[src/rtl/pipe_ctrl_if.sv]
// Pipeline control bundle between the hazard/memory sources and pipe_ctrl; slave is the sequencer.
// Perf-counter signals exist only when PIPE_PERF_CNT_EN is defined.
interface pipe_ctrl_if;
    logic       hazStall;
    logic       brTaken;
    logic       imemStall;
    logic       dmemStall;
    logic       haltW;
    logic       pcWrEn;
    logic       ifidWrEn;
    logic       idexWrEn;
    logic       exmemWrEn;
    logic       memwbWrEn;
    logic       ifidFlush;
    logic       idexFlush;
    logic       halted;
    logic       memTimeout;
    logic [1:0] ctrlState;
`ifdef PIPE_PERF_CNT_EN
    logic [15:0] stallCycles;
    logic [15:0] flushCycles;
    logic [15:0] instRetired;

    modport master (
        output hazStall, brTaken, imemStall, dmemStall, haltW,
        input  pcWrEn, ifidWrEn, idexWrEn, exmemWrEn, memwbWrEn,
        input  ifidFlush, idexFlush, halted, memTimeout, ctrlState,
        input  stallCycles, flushCycles, instRetired
    );
    modport slave (
        input  hazStall, brTaken, imemStall, dmemStall, haltW,
        output pcWrEn, ifidWrEn, idexWrEn, exmemWrEn, memwbWrEn,
        output ifidFlush, idexFlush, halted, memTimeout, ctrlState,
        output stallCycles, flushCycles, instRetired
    );
`else
    modport master (
        output hazStall, brTaken, imemStall, dmemStall, haltW,
        input  pcWrEn, ifidWrEn, idexWrEn, exmemWrEn, memwbWrEn,
        input  ifidFlush, idexFlush, halted, memTimeout, ctrlState
    );
    modport slave (
        input  hazStall, brTaken, imemStall, dmemStall, haltW,
        output pcWrEn, ifidWrEn, idexWrEn, exmemWrEn, memwbWrEn,
        output ifidFlush, idexFlush, halted, memTimeout, ctrlState
    );
`endif
endinterface

[src/rtl/pipe_ctrl.sv]
// Stall/flush sequencer driving the pipeline-register write enables and flushes; PIPE_PERF_CNT_EN adds perf counters.
// Latency: Mealy, controls react to stall/branch inputs in the same cycle; state updates on posedge clk.
// Backpressure: dmemStall freezes every stage; imemStall/hazStall hold only the front end.
module pipe_ctrl #(
    parameter int FLUSH_CYC = 2,
    parameter int MAX_STALL = 200
) (
    input  logic        clk,
    input  logic        rst_n,
    pipe_ctrl_if.slave  pif
);
    typedef enum logic [1:0] {
        ST_RUN   = 2'd0,
        ST_FLUSH = 2'd1,
        ST_DMEM  = 2'd2,
        ST_HALT  = 2'd3
    } state_e;

    localparam logic [3:0] FLUSH_LOAD = 4'(FLUSH_CYC - 1);
    localparam logic [7:0] STALL_MAX  = 8'(MAX_STALL);

    state_e     state_q, state_d;
    logic [3:0] flush_cnt_q, flush_cnt_d;
    logic [7:0] stall_cnt_q, stall_cnt_d;
    logic       halted_q, halted_d;
    logic       mem_timeout_q, mem_timeout_d;

    logic pc_wr, ifid_wr, idex_wr, exmem_wr, memwb_wr;
    logic ifid_flush, idex_flush, halt_now;

    always_ff @(posedge clk or negedge rst_n) begin
        if (!rst_n) begin
            state_q       <= ST_RUN;
            flush_cnt_q   <= '0;
            stall_cnt_q   <= '0;
            halted_q      <= 1'b0;
            mem_timeout_q <= 1'b0;
        end else begin
            state_q       <= state_d;
            flush_cnt_q   <= flush_cnt_d;
            stall_cnt_q   <= stall_cnt_d;
            halted_q      <= halted_d;
            mem_timeout_q <= mem_timeout_d;
        end
    end

    always_comb begin
        state_d       = state_q;
        flush_cnt_d   = flush_cnt_q;
        stall_cnt_d   = '0;
        halted_d      = halted_q;
        mem_timeout_d = mem_timeout_q;
        pc_wr         = 1'b1;
        ifid_wr       = 1'b1;
        idex_wr       = 1'b1;
        exmem_wr      = 1'b1;
        memwb_wr      = 1'b1;
        ifid_flush    = 1'b0;
        idex_flush    = 1'b0;
        halt_now      = 1'b0;

        if (!rst_n) begin
            {pc_wr, ifid_wr, idex_wr, exmem_wr, memwb_wr} = '0;
            ifid_flush = 1'b1;
            idex_flush = 1'b1;
        end else if (state_q == ST_HALT || pif.haltW) begin
            {pc_wr, ifid_wr, idex_wr, exmem_wr, memwb_wr} = '0;
            halt_now = 1'b1;
            halted_d = 1'b1;
            state_d  = ST_HALT;
        end else if (pif.dmemStall) begin
            // Full freeze; flush_cnt is held so an interrupted flush resumes afterwards.
            {pc_wr, ifid_wr, idex_wr, exmem_wr, memwb_wr} = '0;
            state_d     = ST_DMEM;
            stall_cnt_d = (stall_cnt_q == STALL_MAX) ? stall_cnt_q : stall_cnt_q + 8'd1;
            if (stall_cnt_d == STALL_MAX) begin
                mem_timeout_d = 1'b1;
            end
        end else if (pif.brTaken) begin
            ifid_flush  = 1'b1;
            idex_flush  = 1'b1;
            flush_cnt_d = FLUSH_LOAD;
            state_d     = (FLUSH_CYC > 1) ? ST_FLUSH : ST_RUN;
        end else if (flush_cnt_q != 4'd0) begin
            // Reached from FLUSH, or from DMEM when the freeze interrupted a flush.
            ifid_flush  = 1'b1;
            idex_flush  = pif.hazStall;
            flush_cnt_d = flush_cnt_q - 4'd1;
            state_d     = (flush_cnt_d == 4'd0) ? ST_RUN : ST_FLUSH;
        end else begin
            state_d = ST_RUN;
            if (pif.hazStall) begin
                pc_wr      = 1'b0;
                ifid_wr    = 1'b0;
                idex_flush = 1'b1;
            end else if (pif.imemStall) begin
                pc_wr      = 1'b0;
                ifid_flush = 1'b1;
            end
        end
    end

    assign pif.pcWrEn     = pc_wr;
    assign pif.ifidWrEn   = ifid_wr;
    assign pif.idexWrEn   = idex_wr;
    assign pif.exmemWrEn  = exmem_wr;
    assign pif.memwbWrEn  = memwb_wr;
    assign pif.ifidFlush  = ifid_flush;
    assign pif.idexFlush  = idex_flush;
    assign pif.halted     = halted_q | halt_now;
    assign pif.memTimeout = mem_timeout_q;
    assign pif.ctrlState  = state_q;

`ifdef PIPE_PERF_CNT_EN
    logic [15:0] stall_cyc_q, stall_cyc_d;
    logic [15:0] flush_cyc_q, flush_cyc_d;
    logic [15:0] inst_ret_q, inst_ret_d;

    always_ff @(posedge clk or negedge rst_n) begin
        if (!rst_n) begin
            stall_cyc_q <= '0;
            flush_cyc_q <= '0;
            inst_ret_q  <= '0;
        end else begin
            stall_cyc_q <= stall_cyc_d;
            flush_cyc_q <= flush_cyc_d;
            inst_ret_q  <= inst_ret_d;
        end
    end

    always_comb begin
        stall_cyc_d = stall_cyc_q;
        flush_cyc_d = flush_cyc_q;
        inst_ret_d  = inst_ret_q;
        if (!pc_wr && !halt_now && stall_cyc_q != 16'hFFFF) begin
            stall_cyc_d = stall_cyc_q + 16'd1;
        end
        if (ifid_flush && rst_n && flush_cyc_q != 16'hFFFF) begin
            flush_cyc_d = flush_cyc_q + 16'd1;
        end
        if (memwb_wr && inst_ret_q != 16'hFFFF) begin
            inst_ret_d = inst_ret_q + 16'd1;
        end
    end

    assign pif.stallCycles = stall_cyc_q;
    assign pif.flushCycles = flush_cyc_q;
    assign pif.instRetired = inst_ret_q;
`endif
endmodule
[src/flat_wrapper.sv]
// flat-port wrapper written by rule: the top's interface ports become plain ports
module pipe_ctrl_flat 
#(
    parameter int FLUSH_CYC = 2,
    parameter int MAX_STALL = 200
)
  (clk, rst_n, pif_hazStall, pif_brTaken, pif_imemStall, pif_dmemStall, pif_haltW, pif_pcWrEn, pif_ifidWrEn, pif_idexWrEn, pif_exmemWrEn, pif_memwbWrEn, pif_ifidFlush, pif_idexFlush, pif_halted, pif_memTimeout, pif_ctrlState);
  pipe_ctrl_if pif_i ();
  input  logic clk;
  input  logic rst_n;
  input wire logic [$bits(pif_i.hazStall)-1:0] pif_hazStall;
  input wire logic [$bits(pif_i.brTaken)-1:0] pif_brTaken;
  input wire logic [$bits(pif_i.imemStall)-1:0] pif_imemStall;
  input wire logic [$bits(pif_i.dmemStall)-1:0] pif_dmemStall;
  input wire logic [$bits(pif_i.haltW)-1:0] pif_haltW;
  output wire logic [$bits(pif_i.pcWrEn)-1:0] pif_pcWrEn;
  output wire logic [$bits(pif_i.ifidWrEn)-1:0] pif_ifidWrEn;
  output wire logic [$bits(pif_i.idexWrEn)-1:0] pif_idexWrEn;
  output wire logic [$bits(pif_i.exmemWrEn)-1:0] pif_exmemWrEn;
  output wire logic [$bits(pif_i.memwbWrEn)-1:0] pif_memwbWrEn;
  output wire logic [$bits(pif_i.ifidFlush)-1:0] pif_ifidFlush;
  output wire logic [$bits(pif_i.idexFlush)-1:0] pif_idexFlush;
  output wire logic [$bits(pif_i.halted)-1:0] pif_halted;
  output wire logic [$bits(pif_i.memTimeout)-1:0] pif_memTimeout;
  output wire logic [$bits(pif_i.ctrlState)-1:0] pif_ctrlState;
  assign pif_i.hazStall = pif_hazStall;
  assign pif_i.brTaken = pif_brTaken;
  assign pif_i.imemStall = pif_imemStall;
  assign pif_i.dmemStall = pif_dmemStall;
  assign pif_i.haltW = pif_haltW;
  assign pif_pcWrEn = pif_i.pcWrEn;
  assign pif_ifidWrEn = pif_i.ifidWrEn;
  assign pif_idexWrEn = pif_i.idexWrEn;
  assign pif_exmemWrEn = pif_i.exmemWrEn;
  assign pif_memwbWrEn = pif_i.memwbWrEn;
  assign pif_ifidFlush = pif_i.ifidFlush;
  assign pif_idexFlush = pif_i.idexFlush;
  assign pif_halted = pif_i.halted;
  assign pif_memTimeout = pif_i.memTimeout;
  assign pif_ctrlState = pif_i.ctrlState;
  pipe_ctrl #(.FLUSH_CYC(FLUSH_CYC), .MAX_STALL(MAX_STALL)) u_core (.clk(clk), .rst_n(rst_n), .pif(pif_i));
endmodule
[config.mk]
export PLATFORM = sky130hd
export DESIGN_NAME = pipe_ctrl_flat
export DESIGN_NICKNAME = d
export VERILOG_FILES = /design/src/rtl/pipe_ctrl_if.sv /design/src/rtl/pipe_ctrl.sv /design/src/flat_wrapper.sv
export SDC_FILE = /design/constraint.sdc
export NUM_CORES = 1
export LEC_CHECK = 0
export CELL_PAD_IN_SITES_DETAIL_PLACEMENT = 0
export CELL_PAD_IN_SITES_GLOBAL_PLACEMENT = 1
export CORE_MARGIN = 10
export CORE_UTILIZATION = 46
export CTS_CLUSTER_SIZE = 10
export DETAILED_ROUTE_END_ITERATION = 16
export DONT_BUFFER_PORTS = 1
export PLACE_DENSITY_LB_ADDON = 0.1
export SLEW_MARGIN = 30
export SYNTH_ARGS = -nofsm -noshare
export SYNTH_HDL_FRONTEND = slang
export SYNTH_SLANG_ARGS = --single-unit
export TNS_END_PERCENT = 30
[constraint.sdc]
create_clock -name clk -period 2.2 [get_ports clk]
set_input_delay 0.33 -clock clk [delete_from_list [all_inputs] [get_ports clk]]
set_output_delay 0.33 -clock clk [all_outputs]
set_load 0.01 [all_outputs]
==> out/summary.txt <==
Synth Warn #: 0
mux cell area share after synthesis: 0%
worst reg2reg endpoint: u_core.flush_cnt_q[0]$_DFFE_PN0P_
largest buffer count on any clock path: 2
leak pwr: 0.433 nW
period utilization: 96.8%
Detailed Place HPWL: 1470 um
power per cell area: 539 mW/mm2
Yosys top cell area share: 42.1%
share of cells above drive strength 1: 21.3%
Post-Syn Area: 951 um2
Switch Pwr: 149 uW
grt ovf: 0
xor/xnor share of the synthesized area: 7.37%
CP Data Required Time: 1870 ps
Die Y: 65.5 um
nature of the critical path startpoint: flop
crit path DAT: 1800 ps
Worst R2R Start: u_core.pif.ctrlState[0]$_DFFE_PN0P_
H-tree levels: 1
Worst slew margin: 53.4%
main combinational cell family by area after synthesis: simple AND/OR/NAND/NOR gates
final hold violation count: 0
CP max FO: 5
total track usage: 9.34%
insertion delay to the later sink of the worst-skew pair: 280 ps
die area: 0.00429 mm2
worst r2r path cells: 6
fin. max-slew vios: 0
Hold Path Cell Cnt: 1
register area share after synthesis: 42.1%
Adder-Cell Fraction of Synth Area: 6.58%
total core area: 0.00196 mm2
sequential share of power: 55.8%
Synth Net Count: 113
nets@finish: 122
pre-CTS setup slack: 175 ps
Netlist cell types: 34
Rows: 16
final setup fails: 0
Synth Register Bits: 16
Critical Path End Type: output port
Post-Synth Simple-Gate Area: 22.8%
worst slew pin tran: 696 ps
total I/O pin count: 18
Num CTS Buffers: 3
# clock sinks: 16
Routed WL: 1960 um
largest net degree at the start of global routing: 17
Fin Clk Skew: 4.60 ps
Setup CP Type: reg2out
drt pass-1 iters: 4
Worst-path clk slew: 80 ps
Die W: 65.5 um
termination of the worst setup path: pif_pcWrEn
syn avg cell area: 9.41 um2
Period minus WS final: 2130 ps
Vias: 713
Clock Root Buffer: clkbuf_4
ant diodes: 0
TritonCTS clock tree: yes
setup TNS: 0 ps
outcome: complete, no violations
vias in the first global route: 690
beginning of the critical path: u_core.pif.ctrlState[0]$_DFFE_PN0P_
worst setup margin: 70.4 ps
Comb pwr share: 18.6%
Port-buffer cells: 0
Int Power: 421 uW
Hold Crit Class: in2reg
vias per cell: 5.28
P&R area growth vs syn: 11.3%
clock group share of total power: 25.6%
Mapped Cells: 101
RSZ-0062 raised after global routing: false
initial antenna violation count: 0
drt initial violations: 22
Synth area leader: dfrtp_1
placer's final routability congestion estimate: 0.762
leading post-synthesis cells by cell area: dfrtp_1, ha_1, nor2_1, xor2_1, nand3_1
Synth Area in Compound Gates: 14.9%
Switching Share: 26.2%
Post-DRT Antenna Nets: 0
reg-to-reg slack, setup: 250 ps
fmax: 0.470 GHz
max cap viols: 0
Peak VDD IR: 0.341 mV
Wirelength per Cell: 14.5 um
Post-route DRC: 0
Initial Utilization: 48.5%
first-pass GRT wire length: 3210 um
-- state kept, by name (all words and copies together), names as in the netlist --
signal,cells
u_core.stall_cnt_q,8
u_core.flush_cnt_q,4
u_core.pif.ctrlState,2
u_core.halted_q,1
u_core.pif.memTimeout,1
-- metrics by stage --
step                cell area (um2)  hold slack (ps)  utilization (%)  total power, mW  cells
finish                         1060              143             54.0            0.570    135
global route                   1060              127             54.0            0.604    135
CTS                            1040              128             53.2            0.575    134
detailed placement              977             35.1             49.8            0.399    127
global placement                977             35.1             49.8            0.398    127
floorplan                       951             34.4                -            0.388    101
-- layer usage --
| layer | GRT usage, % | share of wire, % | vias to the layer above |
|---|---|---|---|
| li1 | - | - | 364 |
| met1 | 10.8 | 45 | 333 |
| met2 | 15.0 | 47 | 16 |
| met3 | 5.08 | 8.3 | 0 |
| met4 | 1.60 | 0 | 0 |
| met5 | 0 | 0 | - |
-- cell usage after synthesis --
library cell	count
nor4b_2	1
a211o_2	1
nor2_4	1
o21ai_1	2
xnor2_1	2
a211oi_1	1
nor4_2	1
a21oi_1	1
and3_1	2
xor2_1	6
nand2_1	7
o31ai_1	3
nor4_1	1
nand3b_1	2
nor2_1	16
a21boi_0	1
inv_1	6
o21ai_0	4
buf_4	3
clkbuf_1	1
nand2b_1	1
a22o_1	1
a21o_2	1
a31o_2	1
buf_6	1
dfrtp_1	16
nor3_1	1
a311oi_1	1
or2_2	1
a21o_1	2
ha_1	5
o22a_1	1
nand3_1	6
or4b_1	1
-- timing repair --
| action | CTS | global route |
|---|---|---|
| endpoints found under the setup margin | 1 | 1 |
| pin swaps | 2 | 1 |
| resized for setup | 4 | 3 |
| hold endpoints to repair | 16 | 0 |
| hold buffers | 1 | 0 |
| buffers inserted | 3 | 1 |
-- worst max-delay path: stages, from the launching register on --
cell      delay [ps]
dfrtp_1          460
a21o_1           260
or4b_4           540
a21boi_2         130
buf_4            130
-- layout make-up --
class	instances	area, um2
Fill cell	199	903
Tap cell	27	33.8
Sequential cell	16	400
Multi-Input combinational cell	74	509
Timing Repair Buffer	9	70.1
Clock buffer	3	22.5
Inverter	6	22.5
-- logic make-up (layout without fill, tap and decap cells) --
logic type,count (synthesis),in the layout
compound gates,20,20
xor+xnor,8,8
fa+ha+maj,5,5
buf+inv,11,18
flops,16,16
simple gates,41,41
-- cell usage in the layout, fill, tap and decap left out, types with 2 or more instances in the layout --
master / count
nor2_1: 16
dfrtp_1: 16
buf_4: 8
nand2_1: 7
nand3_1: 6
xor2_1: 6
inv_1: 4
o21ai_0: 4
ha_1: 4
o31ai_1: 3
clkbuf_4: 3
inv_2: 2
and3_1: 2
nand3b_1: 2
xnor2_1: 2
a21o_1: 2
o21ai_1: 2
-- power by group through the flow --
stage / Clock, mW / Combinational (mW) / Sequential (mW)
6_report: 0.146 / 0.106 / 0.318
5_1_grt: 0.165 / 0.119 / 0.321
4_1_cts: 0.155 / 0.102 / 0.318
3_5_place_dp: 0 / 0.0725 / 0.326
3_3_place_gp: 0 / 0.0724 / 0.326
2_1_floorplan: 0 / 0.0653 / 0.323
-- how the worst min path moves through the flow --
| stage | from | endpoint | slack [ps] |
|---|---|---|---|
| 3_5_place_dp | rst_n | u_core.stall_cnt_q[7]$_DFF_PN0_ | 40 |
| 3_3_place_gp | rst_n | u_core.stall_cnt_q[7]$_DFF_PN0_ | 40 |
| 5_1_grt | pif_brTaken | u_core.flush_cnt_q[1]$_DFFE_PN0P_ | 130 |
| 4_1_cts | pif_brTaken | u_core.flush_cnt_q[1]$_DFFE_PN0P_ | 130 |
| 2_1_floorplan | rst_n | u_core.flush_cnt_q[0]$_DFFE_PN0P_ | 30 |
| 6_report | pif_brTaken | u_core.flush_cnt_q[1]$_DFFE_PN0P_ | 140 |
No activity file was read; power rests on OpenSTA's default activity.
